==> src/rtl/issue_queue_if.sv <==
// rtl/issue_queue_if.sv - decode-side push and RS-side issue signals of the issue queue
interface issue_queue_if #(
  parameter int WORD_SIZE = 32,
  parameter int REG_SIZE  = 5
);
  // decode side
  logic                 in_valid;
  logic                 in_ready;
  logic [2:0]           in_unit;
  logic [REG_SIZE-1:0]  in_reg1;
  logic [REG_SIZE-1:0]  in_reg2;
  logic [REG_SIZE-1:0]  in_reg3;
  logic                 in_hasimm;
  logic [WORD_SIZE-1:0] in_imm;

  // reservation station side
  logic                 rs_busy;
  logic [2:0]           unit;
  logic [REG_SIZE-1:0]  reg1;
  logic [REG_SIZE-1:0]  reg2;
  logic [REG_SIZE-1:0]  reg3;
  logic                 hasimm;
  logic [WORD_SIZE-1:0] imm;
  logic                 enable;

  modport slave (
    input  in_valid, in_unit, in_reg1, in_reg2, in_reg3, in_hasimm, in_imm, rs_busy,
    output in_ready, unit, reg1, reg2, reg3, hasimm, imm, enable
  );

  modport master (
    output in_valid, in_unit, in_reg1, in_reg2, in_reg3, in_hasimm, in_imm, rs_busy,
    input  in_ready, unit, reg1, reg2, reg3, hasimm, imm, enable
  );
endinterface

==> src/rtl/issue_queue.sv <==
// rtl/issue_queue.sv - in-order op FIFO between decode and the reservation station
module issue_queue #(
  parameter int WORD_SIZE = 32,
  parameter int REG_SIZE  = 5,
  parameter int DEPTH     = 8
) (
  input  logic                       clk,
  input  logic                       rst_n,
  issue_queue_if.slave               bus,
  input  logic                       flush,
  output logic [$clog2(DEPTH+1)-1:0] count,
  output logic                       illegal
);
  localparam int PW = $clog2(DEPTH);
  localparam int CW = $clog2(DEPTH+1);
  localparam int EW = 3 + 3*REG_SIZE + 1 + WORD_SIZE;

  logic [EW-1:0] mem [DEPTH];
  logic [PW-1:0] head;
  logic [PW-1:0] tail;
  logic          ready;
  logic          legal;
  logic          push;
  logic          pop;

  // Readiness looks only at occupancy, so a full queue refuses a push even
  // when the same edge pops; decode holds its fields until accepted.
  assign ready        = (count != CW'(DEPTH));
  assign bus.in_ready = ready;
  assign legal        = (bus.in_unit <= 3'b100);
  assign push         = bus.in_valid & ready & ~flush & legal;
  assign pop          = ~flush & (count != '0) & ~bus.rs_busy;

  // Entry storage: written at the tail on every accepted push.
  always_ff @(posedge clk) begin
    if (push) begin
      mem[tail] <= {bus.in_unit, bus.in_reg1, bus.in_reg2, bus.in_reg3,
                    bus.in_hasimm, bus.in_imm};
    end
  end

  // Pointer and occupancy bookkeeping; flush empties the queue outright.
  always_ff @(posedge clk or negedge rst_n) begin
    if (!rst_n) begin
      head  <= '0;
      tail  <= '0;
      count <= '0;
    end else if (flush) begin
      head  <= '0;
      tail  <= '0;
      count <= '0;
    end else begin
      if (push) tail <= tail + PW'(1);
      if (pop)  head <= head + PW'(1);
      case ({push, pop})
        2'b10:   count <= count + CW'(1);
        2'b01:   count <= count - CW'(1);
        default: count <= count;
      endcase
    end
  end

  // Issue register: the head entry is latched with a one-cycle enable; fields
  // keep the last issued op while nothing issues.
  always_ff @(posedge clk or negedge rst_n) begin
    if (!rst_n) begin
      bus.unit   <= '0;
      bus.reg1   <= '0;
      bus.reg2   <= '0;
      bus.reg3   <= '0;
      bus.hasimm <= 1'b0;
      bus.imm    <= '0;
      bus.enable <= 1'b0;
    end else begin
      bus.enable <= pop;
      if (pop) begin
        {bus.unit, bus.reg1, bus.reg2, bus.reg3, bus.hasimm, bus.imm} <= mem[head];
      end
    end
  end

  // Illegal unit codes are reported even during flush, since the op was
  // still presented and rejected.
  always_ff @(posedge clk or negedge rst_n) begin
    if (!rst_n) illegal <= 1'b0;
    else        illegal <= bus.in_valid & ready & ~legal;
  end
endmodule
==> src/flat_wrapper.sv <==
// flat-port wrapper written by rule: the top's interface ports become plain ports
module issue_queue_flat 
#(
  parameter int WORD_SIZE = 32,
  parameter int REG_SIZE  = 5,
  parameter int DEPTH     = 8
)
  (clk, rst_n, flush, count, illegal, bus_in_valid, bus_in_unit, bus_in_reg1, bus_in_reg2, bus_in_reg3, bus_in_hasimm, bus_in_imm, bus_rs_busy, bus_in_ready, bus_unit, bus_reg1, bus_reg2, bus_reg3, bus_hasimm, bus_imm, bus_enable);
  issue_queue_if #(.WORD_SIZE(WORD_SIZE), .REG_SIZE(REG_SIZE)) bus_i ();
  input  logic clk;
  input  logic rst_n;
  input  logic flush;
  output logic [$clog2(DEPTH+1)-1:0] count;
  output logic illegal;
  input wire logic [$bits(bus_i.in_valid)-1:0] bus_in_valid;
  input wire logic [$bits(bus_i.in_unit)-1:0] bus_in_unit;
  input wire logic [$bits(bus_i.in_reg1)-1:0] bus_in_reg1;
  input wire logic [$bits(bus_i.in_reg2)-1:0] bus_in_reg2;
  input wire logic [$bits(bus_i.in_reg3)-1:0] bus_in_reg3;
  input wire logic [$bits(bus_i.in_hasimm)-1:0] bus_in_hasimm;
  input wire logic [$bits(bus_i.in_imm)-1:0] bus_in_imm;
  input wire logic [$bits(bus_i.rs_busy)-1:0] bus_rs_busy;
  output wire logic [$bits(bus_i.in_ready)-1:0] bus_in_ready;
  output wire logic [$bits(bus_i.unit)-1:0] bus_unit;
  output wire logic [$bits(bus_i.reg1)-1:0] bus_reg1;
  output wire logic [$bits(bus_i.reg2)-1:0] bus_reg2;
  output wire logic [$bits(bus_i.reg3)-1:0] bus_reg3;
  output wire logic [$bits(bus_i.hasimm)-1:0] bus_hasimm;
  output wire logic [$bits(bus_i.imm)-1:0] bus_imm;
  output wire logic [$bits(bus_i.enable)-1:0] bus_enable;
  assign bus_i.in_valid = bus_in_valid;
  assign bus_i.in_unit = bus_in_unit;
  assign bus_i.in_reg1 = bus_in_reg1;
  assign bus_i.in_reg2 = bus_in_reg2;
  assign bus_i.in_reg3 = bus_in_reg3;
  assign bus_i.in_hasimm = bus_in_hasimm;
  assign bus_i.in_imm = bus_in_imm;
  assign bus_i.rs_busy = bus_rs_busy;
  assign bus_in_ready = bus_i.in_ready;
  assign bus_unit = bus_i.unit;
  assign bus_reg1 = bus_i.reg1;
  assign bus_reg2 = bus_i.reg2;
  assign bus_reg3 = bus_i.reg3;
  assign bus_hasimm = bus_i.hasimm;
  assign bus_imm = bus_i.imm;
  assign bus_enable = bus_i.enable;
  issue_queue #(.WORD_SIZE(WORD_SIZE), .REG_SIZE(REG_SIZE), .DEPTH(DEPTH)) u_core (.clk(clk), .rst_n(rst_n), .bus(bus_i), .flush(flush), .count(count), .illegal(illegal));
endmodule
==> config.mk <==
export PLATFORM = sky130hd
export DESIGN_NAME = issue_queue_flat
export DESIGN_NICKNAME = d
export VERILOG_FILES = /design/src/rtl/issue_queue_if.sv /design/src/rtl/issue_queue.sv /design/src/flat_wrapper.sv
export SDC_FILE = /design/constraint.sdc
export NUM_CORES = 1
export LEC_CHECK = 0
export ABC_AREA = 1
export CAP_MARGIN = 20
export CELL_PAD_IN_SITES_DETAIL_PLACEMENT = 1
export CELL_PAD_IN_SITES_GLOBAL_PLACEMENT = 1
export CORE_AREA = 2 2 281 172
export CTS_BUF_LIST = sky130_fd_sc_hd__clkbuf_8
export DETAILED_ROUTE_END_ITERATION = 12
export DIE_AREA = 0 0 283 174
export PLACE_DENSITY_LB_ADDON = 0.05
export REMOVE_ABC_BUFFERS = 1
export SKIP_CTS_REPAIR_TIMING = 1
export SYNTH_ARGS = -nofsm -noshare
export SYNTH_HDL_FRONTEND = slang
export SYNTH_SLANG_ARGS = --single-unit
==> constraint.sdc <==
create_clock -name clk -period 3.6 [get_ports clk]
set_input_delay 0.36 -clock clk [delete_from_list [all_inputs] [get_ports clk]]
set_output_delay 0.36 -clock clk [all_outputs]
set_load 0.01 [all_outputs]
Yosys cells after proc, flatten, opt, wreduce, memory -nomap -nowiden
Memories as Yosys holds them, arrays and structs flattened. A register that Yosys moved wholly into a read port is not among the register bits.
Index checks and enable logic that the tools add are counted.
{"block": "word_totals", "register_bits": 12, "latch_bits": 0, "ramBits": 408, "romBits": 0, "inputBits": 56, "output_inout_bits": 58, "elab_cells": 36, "memories": 1}
{"block": "classes", "n_addsub": 4, "multipliers": 0, "n_div": 0, "n_lt_le_gt_ge": 1, "n_eq_ne": 3, "shifts": 0, "n_mux": 8, "bitwise_logic": 9, "reduce_logical": 5}
{"name": "u_core.mem", "words": 8, "width": 51, "rd": 1, "rd_clocked_by_memory_dff": 1, "write_ports": 1, "line": "issue_queue.sv:18", "text": "logic [EW-1:0] mem [DEPTH];"}
{"operator": "2-to-1 mux 3 bit", "n": 4}
{"operator": "one-hot mux 4 bit (2 select lines)", "n": 1}
{"operator": "adder 3 x 1 -> 3 bit, second input constant", "n": 2}
{"operator": "bitwise AND 1 bit", "n": 6}
{"operator": "adder 4 x 1 -> 4 bit, second input constant", "n": 1}
{"operator": "2-to-1 mux 4 bit", "n": 1}
{"operator": "inequality test 4 bit, second input constant", "n": 1}
{"operator": "nonzero test 2 bit", "n": 2}
{"operator": "nonzero test 4 bit", "n": 1}
{"operator": "subtractor 4 x 1 -> 4 bit, second input constant", "n": 1}
{"operator": "less-or-equal comparator 3 bit, second input constant", "n": 1}
{"operator": "NOT 1 bit", "n": 3}
{"operator": "nonzero test 3 bit", "n": 1}
{"operator": "== test 2 x 1 -> 1 bit, second input constant", "n": 1}
{"operator": "== test 2 bit, second input constant", "n": 1}
{"operator": "2-to-1 mux 1 bit", "n": 2}
{"operator": "zero test 1 bit", "n": 1}

Longest topological paths before layout
{"block": "logic_depth", "depth_word": 7, "ltp_mapped": 14, "ltp_nobuf": 14}

Least setup slack after synthesis
OpenSTA, ideal clock, no wires.
{"block": "synth_path", "path_kind": "register -> register", "from": "reg u_core.count[0]", "to": "mem u_core.mem[0][0] (netlist name), enable pin", "setup_ps": 460, "t_arrival_ps": 3193, "setup_slack_ps": -53, "path_stages_with_launch": 7, "n_path_buf": 0, "synth_period_minus_slack_ps": 3653, "path_cell_list": "dfrtp_1 nor2_2 a21oi_1 nand2_1 inv_1 nand2_1 nor2_1"}
{"block": "synth_via", "elab_chain_cells": 6}
{"item": "from (decl)", "line": "issue_queue.sv:11", "text": "output logic [$clog2(DEPTH+1)-1:0] count,"}
{"item": "from (signal assigned)", "line": "issue_queue.sv:56", "text": "2'b10: count <= count + CW'(1);"}
{"item": "from (signal assigned)", "line": "issue_queue.sv:57", "text": "2'b01: count <= count - CW'(1);"}
{"item": "from (signal assigned)", "line": "issue_queue.sv:58", "text": "default: count <= count;"}
{"item": "inequality test 4 bit", "line": "issue_queue.sv:28", "text": "assign ready = (count != CW'(DEPTH));"}
{"item": "bitwise AND 1 bit (3 in a row)", "line": "issue_queue.sv:31", "text": "assign push = bus.in_valid & ready & ~flush & legal;"}
{"item": "2-to-1 mux 1 bit", "line": "issue_queue.sv:36", "text": "if (push) begin"}
{"item": "2-to-1 mux 1 bit (not written as such)", "line": "issue_queue.sv:37", "text": "mem[tail] <= {bus.in_unit, bus.in_reg1, bus.in_reg2, bus.in_reg3,"}
{"item": "to (decl)", "line": "issue_queue.sv:18"}
No other way between the ends.

Worst setup path after layout
{"block": "layout_path", "from": "reg u_core.count[0]", "to": "mem u_core.mem[4][1] (netlist name), enable pin"}
The elaborated chain is that of the path after synthesis.

==> flow_summary.toml <==
[route]
drt-total-wl_um = 45000
routed-wl-met2_um = 20400
remaining_drc_errors = 0
via_count = 10800
wl_met3_um = 1380
drt.antenna.violating_nets = 0
first_iter_violations = 657
top_layer = "met4"
drt-pass1-iter-count = 7
m1WireLength_um = 22400
drt-vias-per-instance = 5.03
wl_per_cell_um = 21.0

[floorplanning]
die_area_sq_mm = 0.0492
io_pins = 114
die_h_um = 174
std_cell_rows = 62
start_util_pct = 39.4
core-area_sq_mm = 0.0469
die_w_um = 283

[placement]
gp_congestion = 0.706
portBuffers = 113
place_inst = 2000
pre_cts_ws_ns = 0.685
placed_area_sq_mm = 0.0205
dp_hpwl_um = 24600

[logic_synthesis]
synth_common_cells = "edfxtp_1 (408), o21ai_0 (135), nand2_1 (117)"
postSynthAreaPerCell_sq_um = 14.3
yosysUniqueCellTypes = 29
netlist_area_sq_mm = 0.0185
synth_ff_type = "edfxtp_1"
synth_seq_cells = 471
yosysSeqAreaShare_pct = 74.8
yosysWarnings = 0
synth_area_leaders = "edfxtp_1 (66%), dfrtp_1 (8.5%), mux2i_1 (5.5%), o21ai_0 (3.7%), o211ai_1 (3.1%)"
synth-async-reset-ratio_pct = 13.4
synth.most_common_cell = "edfxtp_1"
netlist.top_cell.by_area = "edfxtp_1"
synth_top_area_share_pct = 66.3
syn_inst = 1292
synth_edf_count = 408

[worst_setup_path]
cp-start-kind = "flop"
cp_max_fo = 31
critPathArrivalTime_ns = 2.61
worstPathRequired_ns = 3.83
crit_type = "reg2reg"
endpoint_kind = "flop"

[global_routing]
antenna_found_initial = 0
overflow = 0
grt_pass1_vias = 11300
grt_use_total_pct = 18.5
grt_max_degree = 63
grt_pass1_wl_um = 69300

[cells_and_area]
num_antenna_cells = 0
nets = 1497
final_area_sq_mm = 0.0218
syn2layout_area_growth_pct = 18.0
drive_above_1_share_pct = 10.3
fillers = 4676
final_util_pct = 46.5
fin_cells = 2138

[clocking]
root_buffer = "clkbuf_8"
cts.sinks = 471
cts_tree = "yes"
clk_latency_ns = 0.62
clk_pin_slew_worst_paths_ns = 0.06
htreeDepth = 3
cts_max_path_buffers = 3
cts_buffers = 74

[timing]
finalSetupViolCount = 0
tightest_slew_ns = 1.05
finalCriticalPeriod_ns = 2.37
setup_tns_ns = 0
relSlewSlack_pct = 30.1
finalCritPeriodShare_pct = 65.9
fin_hold_ws_ns = 0.321
rsz0062_at_grt = "false"
setup_slack_ns = 1.23
slew_viol_final = 0
fmax_mhz = 422
clock-skew-final_ns = 0.0304
finalHoldViolations = 0

[power_and_ir_drop]
peakVddDrop_mv = 0.287
power.density_mw_per_mm2 = 654
finalPower_mw = 14.3
p_leak_nw = 7.74

[job]
timing.max_cap.violations = 0

[worst_hold_path]
min_path_type = "in2async"

[outcome]
status = "completed"
==> final cells by class <==
type                    count  area [sq um]  area share, %
well taps                 640           801           3.67
clock inverters            57           239           1.10
multi-input cells         634          3910           17.9
inverters                 110           415           1.90
repair buffers            146          1500           6.90
clock buffers              80          1100           5.05
flip-flops and latches    471         13800           63.4
==> sequential cells by signal, summed over array words and instances, names as in the netlist <==
signal	cells
u_core.bus.unit	3
u_core.bus.hasimm	1
u_core.illegal	1
u_core.bus.reg1	5
u_core.head	3
u_core.count	4
u_core.bus.reg2	5
u_core.bus.imm	32
u_core.mem	408
u_core.tail	3
u_core.bus.enable	1
u_core.bus.reg3	5
==> placed cells by master (no fill, tap or decap), types with 14 or more instances in the layout <==
cell type	count
inv_1	141
nand2_1	117
edfxtp_1	408
clkdlybuf4s50_1	112
mux2i_1	102
a21oi_1	105
dfrtp_1	60
nand3_1	44
clkbuf_8	80
buf_4	23
o21ai_0	135
o211ai_1	76
clkinv_1	14
==> kinds of logic (layout without fill, tap and decap cells) <==
family	count (synthesis)	in the layout	synth area share, %
AND/OR/NAND/NOR	183	183	4.11
adder cells (fa/ha/maj)	4	4	0.271
buffers and inverters	187	393	4.33
flip-flops	471	471	74.8
XOR/XNOR	1	1	0.0474
multiplexers	115	115	6.32
AO/OA/AOI/OAI	331	331	10.1
==> power breakdown <==
group	internal [mW]	total, mW	switching (mW)
sequential	6.32	6.73	0.407
combinational	1.55	3.39	1.85
clock	2.05	4.14	2.08
==> metal layers <==
metal,global-route usage (%),vias to the layer above
met5,0,-
met4,4.88,0
met3,3.41,74
met2,29.1,157
met1,26.4,5484
li1,-,5049
==> final timing paths <==
check                                   from                  to  slack, ns  cells past startpoint
hold / removal                         rst_n  u_core.bus.unit[2]       0.32                      2
setup / recovery             u_core.count[0]    u_core.mem[4][1]       1.23                      7
hold reg to reg            u_core.bus.imm[3]   u_core.bus.imm[3]       0.48                      2
min in group clk                bus_in_valid      u_core.illegal       0.38                      2
max in group asynchronous              rst_n  u_core.bus.reg3[4]       2.39                      3
setup reg to reg             u_core.count[0]    u_core.mem[4][1]       1.23                      7
==> worst max-delay path: stages (launching register included) <==
cell and delay, ns:
dfrtp_1 0.45, nor2_2 0.11, a21oi_1 0.16, nand2_1 0.18
inv_1 0.17, nand2_1 0.26, nor2_4 0.17, buf_4 0.48
(Power assumes the default switching activity.)
==> RTL change 1, RTL diff (same flow settings) <==
`REG_SIZE` is set to 5 in 3 places; all go to 10.
--- a/src/rtl/issue_queue_if.sv
+++ b/src/rtl/issue_queue_if.sv
@@ -1,7 +1,7 @@
 // rtl/issue_queue_if.sv - decode-side push and RS-side issue signals of the issue queue
 interface issue_queue_if #(
   parameter int WORD_SIZE = 32,
-  parameter int REG_SIZE  = 5
+  parameter int REG_SIZE  = 10
 );
   // decode side
   logic                 in_valid;
--- a/src/rtl/issue_queue.sv
+++ b/src/rtl/issue_queue.sv
@@ -1,7 +1,7 @@
 // rtl/issue_queue.sv - in-order op FIFO between decode and the reservation station
 module issue_queue #(
   parameter int WORD_SIZE = 32,
-  parameter int REG_SIZE  = 5,
+  parameter int REG_SIZE  = 10,
   parameter int DEPTH     = 8
 ) (
   input  logic                       clk,
--- a/src/flat_wrapper.sv
+++ b/src/flat_wrapper.sv
@@ -2,7 +2,7 @@
 module issue_queue_flat 
 #(
   parameter int WORD_SIZE = 32,
-  parameter int REG_SIZE  = 5,
+  parameter int REG_SIZE  = 10,
   parameter int DEPTH     = 8
 )
   (clk, rst_n, flush, count, illegal, bus_in_valid, bus_in_unit, bus_in_reg1, bus_in_reg2, bus_in_reg3, bus_in_hasimm, bus_in_imm, bus_rs_busy, bus_in_ready, bus_unit, bus_reg1, bus_reg2, bus_reg3, bus_hasimm, bus_imm, bus_enable);
Ports: changed (6 resized); port bits go from 114 to 144. No check against the original RTL was run, so the function may have changed too.
==> RTL change 1 against the original RTL <==
Synthesized area grew 29%; total power grew 28%; via count grew 30%; sequential cell count grew 135; die area is the same; wire length grew 26%; critical endpoint is now bus_in_ready; cell area grew 27%; critical path depth shrank 4; worst setup slack gained 0.0097 ns.
==> RTL change 1: results (changes against the original RTL) <==
Global routing
The largest net degree at the start of global routing is 114 (+81%). The total routing resource utilization after global routing is 23.32% (+4.9 points). The number of antenna violations at the first check in global routing came to 1 (+1).

Clocking
The number of buffers created by CTS was 90 (+22%). The clock insertion delay at the later pin of the skew report came to 0.66 ns (+0.04 ns).

Layout
The fraction of final layout cells sized beyond drive strength 1 was 10.85% (+0.57 points). The number of diodes was 1 (+1). The sequential share of cell area was 64.17% (+0.72 points). The non-clock inverter instance count of the final layout is 136 (+24%).

The portion of the layout cell area used by clock cells is 6.214% (+0.069 points). The largest registers in the layout are u_core.mem (528), u_core.bus.imm (32). The share of cell area taken by multi-input logic gates is 18.13% (+0.20 points).

The count of non-CTS buffers in the layout is 178 (+22%). The number of combinational gates with multiple inputs came to 800 (+26%).

Detailed routing
The final wirelength is 56.76 mm (+26%). The per-cell routed wire length was 22.42 um (+6.6%). The number of design-rule violations left by the first detailed-router iteration was 1025 (+56%). The number of iterations in the first detailed-routing pass is 5 (-2).

STA
The worst slew slack as a fraction of its limit is 40.18% (+10 points). The post-route clock skew is 0.01834 ns (-0.01202 ns). The worst hold slack after final layout is 0.3550 ns (+0.03405 ns).

Pwr
The leakage power is 0.009924 uW (+28%). The largest vdd supply drop was 0.0003900 V (+36%). The design internal power came to 12730 uW (+28%). The part of the power in registers is 46.7% (-0.5 points).

Synthesis
By area the synthesized netlist is led by sky130_fd_sc_hd__edfxtp_1 67%, sky130_fd_sc_hd__dfrtp_1 8.2%, sky130_fd_sc_hd__mux2i_1 5.5%. The area fraction in compound gates after synthesis was 10.40% (+0.31 points). The post-synthesis share of cell area spent on full adders, half adders and majority gates is 0.2101% (-0.061 points).

Setup path
The data arrival time of the critical path is 2.00 ns (-0.61 ns). The launch instance of the worst register-to-register path is u_core.head[1]. The gate family responsible for the most delay along the worst path is buffers and inverters. The capture point of the worst path is bus_in_ready.

Outcome
The run finished with clean final reports.

Place
The final weighted congestion in routability-driven placement is 0.7513 (+6.4%).
-- RTL change 1: routing by layer --
layer	up-vias	part of all wire [%]	GRT usage [%]
met5	-	0	0
li1	6415	-	-
met3	64	4.1	3.845
met4	0	1.4	5.718
met1	7219	46	32.81
met2	292	48	38.31
-- RTL change 1: metrics by stage --
step / instance area (sq um) / setup slack [ns] / utilization [%] / total power, uW
floorplan: 23280 / -5.353 / - / 10940
global placement: 26030 / 0.8526 / 55.46 / 12980
detailed placement: 26030 / 0.7635 / 55.46 / 13160
CTS: 27750 / 1.186 / 59.14 / 18480
global route: 27770 / 1.069 / 59.16 / 19240
finish: 27770 / 1.238 / 59.16 / 18270
-- RTL change 1: worst register-to-register path, delay by kind of cell, from the launching register on --
kind                   cells  cell delay, ns
AO/OA/AOI/OAI              1            0.32
buffers and inverters      2            0.79
flip-flops                 1            0.93
AND/OR/NAND/NOR            2            0.26
==> RTL change 2, RTL diff (same settings) <==
Made on the original files. Put one more register stage on the output `count`, with the module's reset. The value now appears one clock later. The other outputs are not delayed to match.
--- a/src/rtl/issue_queue.sv
+++ b/src/rtl/issue_queue.sv
@@ -15,6 +15,8 @@
   localparam int CW = $clog2(DEPTH+1);
   localparam int EW = 3 + 3*REG_SIZE + 1 + WORD_SIZE;
 
+  logic [$clog2(DEPTH+1)-1:0] count_s0;
+
   logic [EW-1:0] mem [DEPTH];
   logic [PW-1:0] head;
   logic [PW-1:0] tail;
@@ -25,11 +27,11 @@
 
   // Readiness looks only at occupancy, so a full queue refuses a push even
   // when the same edge pops; decode holds its fields until accepted.
-  assign ready        = (count != CW'(DEPTH));
+  assign ready        = (count_s0 != CW'(DEPTH));
   assign bus.in_ready = ready;
   assign legal        = (bus.in_unit <= 3'b100);
   assign push         = bus.in_valid & ready & ~flush & legal;
-  assign pop          = ~flush & (count != '0) & ~bus.rs_busy;
+  assign pop          = ~flush & (count_s0 != '0) & ~bus.rs_busy;
 
   // Entry storage: written at the tail on every accepted push.
   always_ff @(posedge clk) begin
@@ -44,18 +46,18 @@
     if (!rst_n) begin
       head  <= '0;
       tail  <= '0;
-      count <= '0;
+      count_s0 <= '0;
     end else if (flush) begin
       head  <= '0;
       tail  <= '0;
-      count <= '0;
+      count_s0 <= '0;
     end else begin
       if (push) tail <= tail + PW'(1);
       if (pop)  head <= head + PW'(1);
       case ({push, pop})
-        2'b10:   count <= count + CW'(1);
-        2'b01:   count <= count - CW'(1);
-        default: count <= count;
+        2'b10:   count_s0 <= count_s0 + CW'(1);
+        2'b01:   count_s0 <= count_s0 - CW'(1);
+        default: count_s0 <= count_s0;
       endcase
     end
   end
@@ -85,4 +87,12 @@
     if (!rst_n) illegal <= 1'b0;
     else        illegal <= bus.in_valid & ready & ~legal;
   end
+  always_ff @(posedge clk or negedge rst_n) begin
+    if (!rst_n) begin
+      count <= '0;
+    end else begin
+      count <= count_s0;
+    end
+  end
+
 endmodule
Function: changed (Yosys sat finds a counterexample within 4 cycles, from zero or initial values and one cycle with rst_n low).
==> RTL change 2 against the original RTL <==
Sequential share of layout area increased by 0.11 points; synthesized area grew 0.51%; worst setup slack gained 0.022 ns; total power increased by 1.0%; cell area increased by 0.56%; sequential cell count up 4; wire length decreased by 0.44%; hold slack improved by 0.070 ns.
==> RTL change 2: results (changes against the original RTL) <==
Place
The pre-CTS worst setup slack came to 0.7502 ns (+0.06563 ns). The count of placed standard cells including taps is 1998 (-0.10%). The placed cell area is 20550 sq um (+0.45%). The final weighted congestion in routability-driven placement is 0.6927 (-1.9%). The HPWL reported at the end of detailed placement came to 24.12 mm (-2.1%).

Detailed routing
The final wirelength was 44.79 mm (-0.44%). The number of vias per cell after detailed routing is 5.041 (+0.12%). The per-cell routed wire length was 20.99 um (-0.25%). The number of iterations in the first detailed-routing pass is 4 (-3). The number of design-rule violations left by the first detailed-router iteration is 717 (+9.1%).

Pwr
The leakage power is 0.007754 uW (+0.24%).

Synthesis
The number of different library cells in the post-synthesis netlist is 30 (+3.4%). The share of flip-flops with an asynchronous set or reset is 14.11% (+0.73 points). The per-instance average area after synthesis is 14.39 sq um (+0.59%). Sorting the synthesized cells by area gives the leading types as sky130_fd_sc_hd__edfxtp_1 66%, sky130_fd_sc_hd__dfrtp_1 9.0%, sky130_fd_sc_hd__mux2i_1 5.5%. The post-synthesis sequential area ratio is 74.99% (+0.16 points). The commonest cells after synthesis are 408 x sky130_fd_sc_hd__edfxtp_1, 143 x sky130_fd_sc_hd__o21ai_0, 111 x sky130_fd_sc_hd__nand2_1.

Global routing
The number of global-route vias before repair was 11180 (-1.5%). The global-route wire length before repair is 68.79 mm (-0.77%). The total routing resource utilization after global routing is 18.34% (-0.12 points). The largest net degree at the start of global routing came to 79 (+25%).

STA
The post-route clock skew is 0.02542 ns (-0.004939 ns). The setup slack of the critical path after layout is 1.250 ns (+0.02197 ns). The worst slew slack as a fraction of its limit was 30.28% (+0.23 points).

Layout
The area occupied by multi-input gates is 3923 sq um (+0.29%). The total of fill cells in the finished design is 4636 (-0.86%). The fraction of final layout cells sized beyond drive strength 1 is 10.85% (+0.57 points).

Outcome
The run finished with clean final reports.

Setup path
The top fanout value on the critical path came to 16 (-48%). The most critical setup path has its startpoint at u_core.count_s0[0]. The data arrival time of the critical path was 2.62 ns (about the same).
==> RTL change 2: per-layer routing <==
metal	part of all wire (%)	wire, um	global-route usage, %	vias up
li1	-	-	-	5037
met5	0	0	0	-
met1	50	22320	26.61	5504
met2	45	20260	28.35	154
met3	3.2	1423	3.451	62
met4	1.8	787	4.965	0
==> RTL change 2: kinds of logic after synthesis <==
group	count (synthesis)	synth area share, %
AND/OR/NAND/NOR	174	3.894
flip-flops	475	74.99
AO/OA/AOI/OAI	334	10.01
adder cells (fa/ha/maj)	4	0.2695
multiplexers	119	6.527
buffers and inverters	183	4.217
XOR/XNOR	2	0.09433
==> RTL change 2: worst min-delay path by stage <==
stage | start | to | slack, ns | depth (start not counted)
2_1_floorplan | rst_n | u_core.bus.enable | 0.06 | 0
3_3_place_gp | u_core.bus.imm[9] | u_core.bus.imm[9] | 0.46 | 2
3_5_place_dp | u_core.count_s0[3] | u_core.count[3] | 0.46 | 0
4_1_cts | rst_n | u_core.bus.imm[18] | -0.15 | 1
5_1_grt | bus_in_valid | u_core.illegal | 0.39 | 2
6_report | rst_n | u_core.bus.imm[17] | 0.39 | 2
==> RTL change 2: layout make-up <==
type                       count  share of cell area (%)
inverter                     106                   1.837
tap                          640                   3.652
sequential                   475                   63.55
clock inverter                52                   1.090
clock buffer                  82                   5.146
multi-input combinational    633                   17.89
timing repair buffer         145                   6.824
antenna                        1                 0.01141
==> RTL change 2: power breakdown <==
part           total (uW)  internal [uW]  switching, uW  leakage (uW)
registers            6700           6390            307       0.00452
clock network        4250           2160           2080      0.000811
logic                3460           1510           1950       0.00243
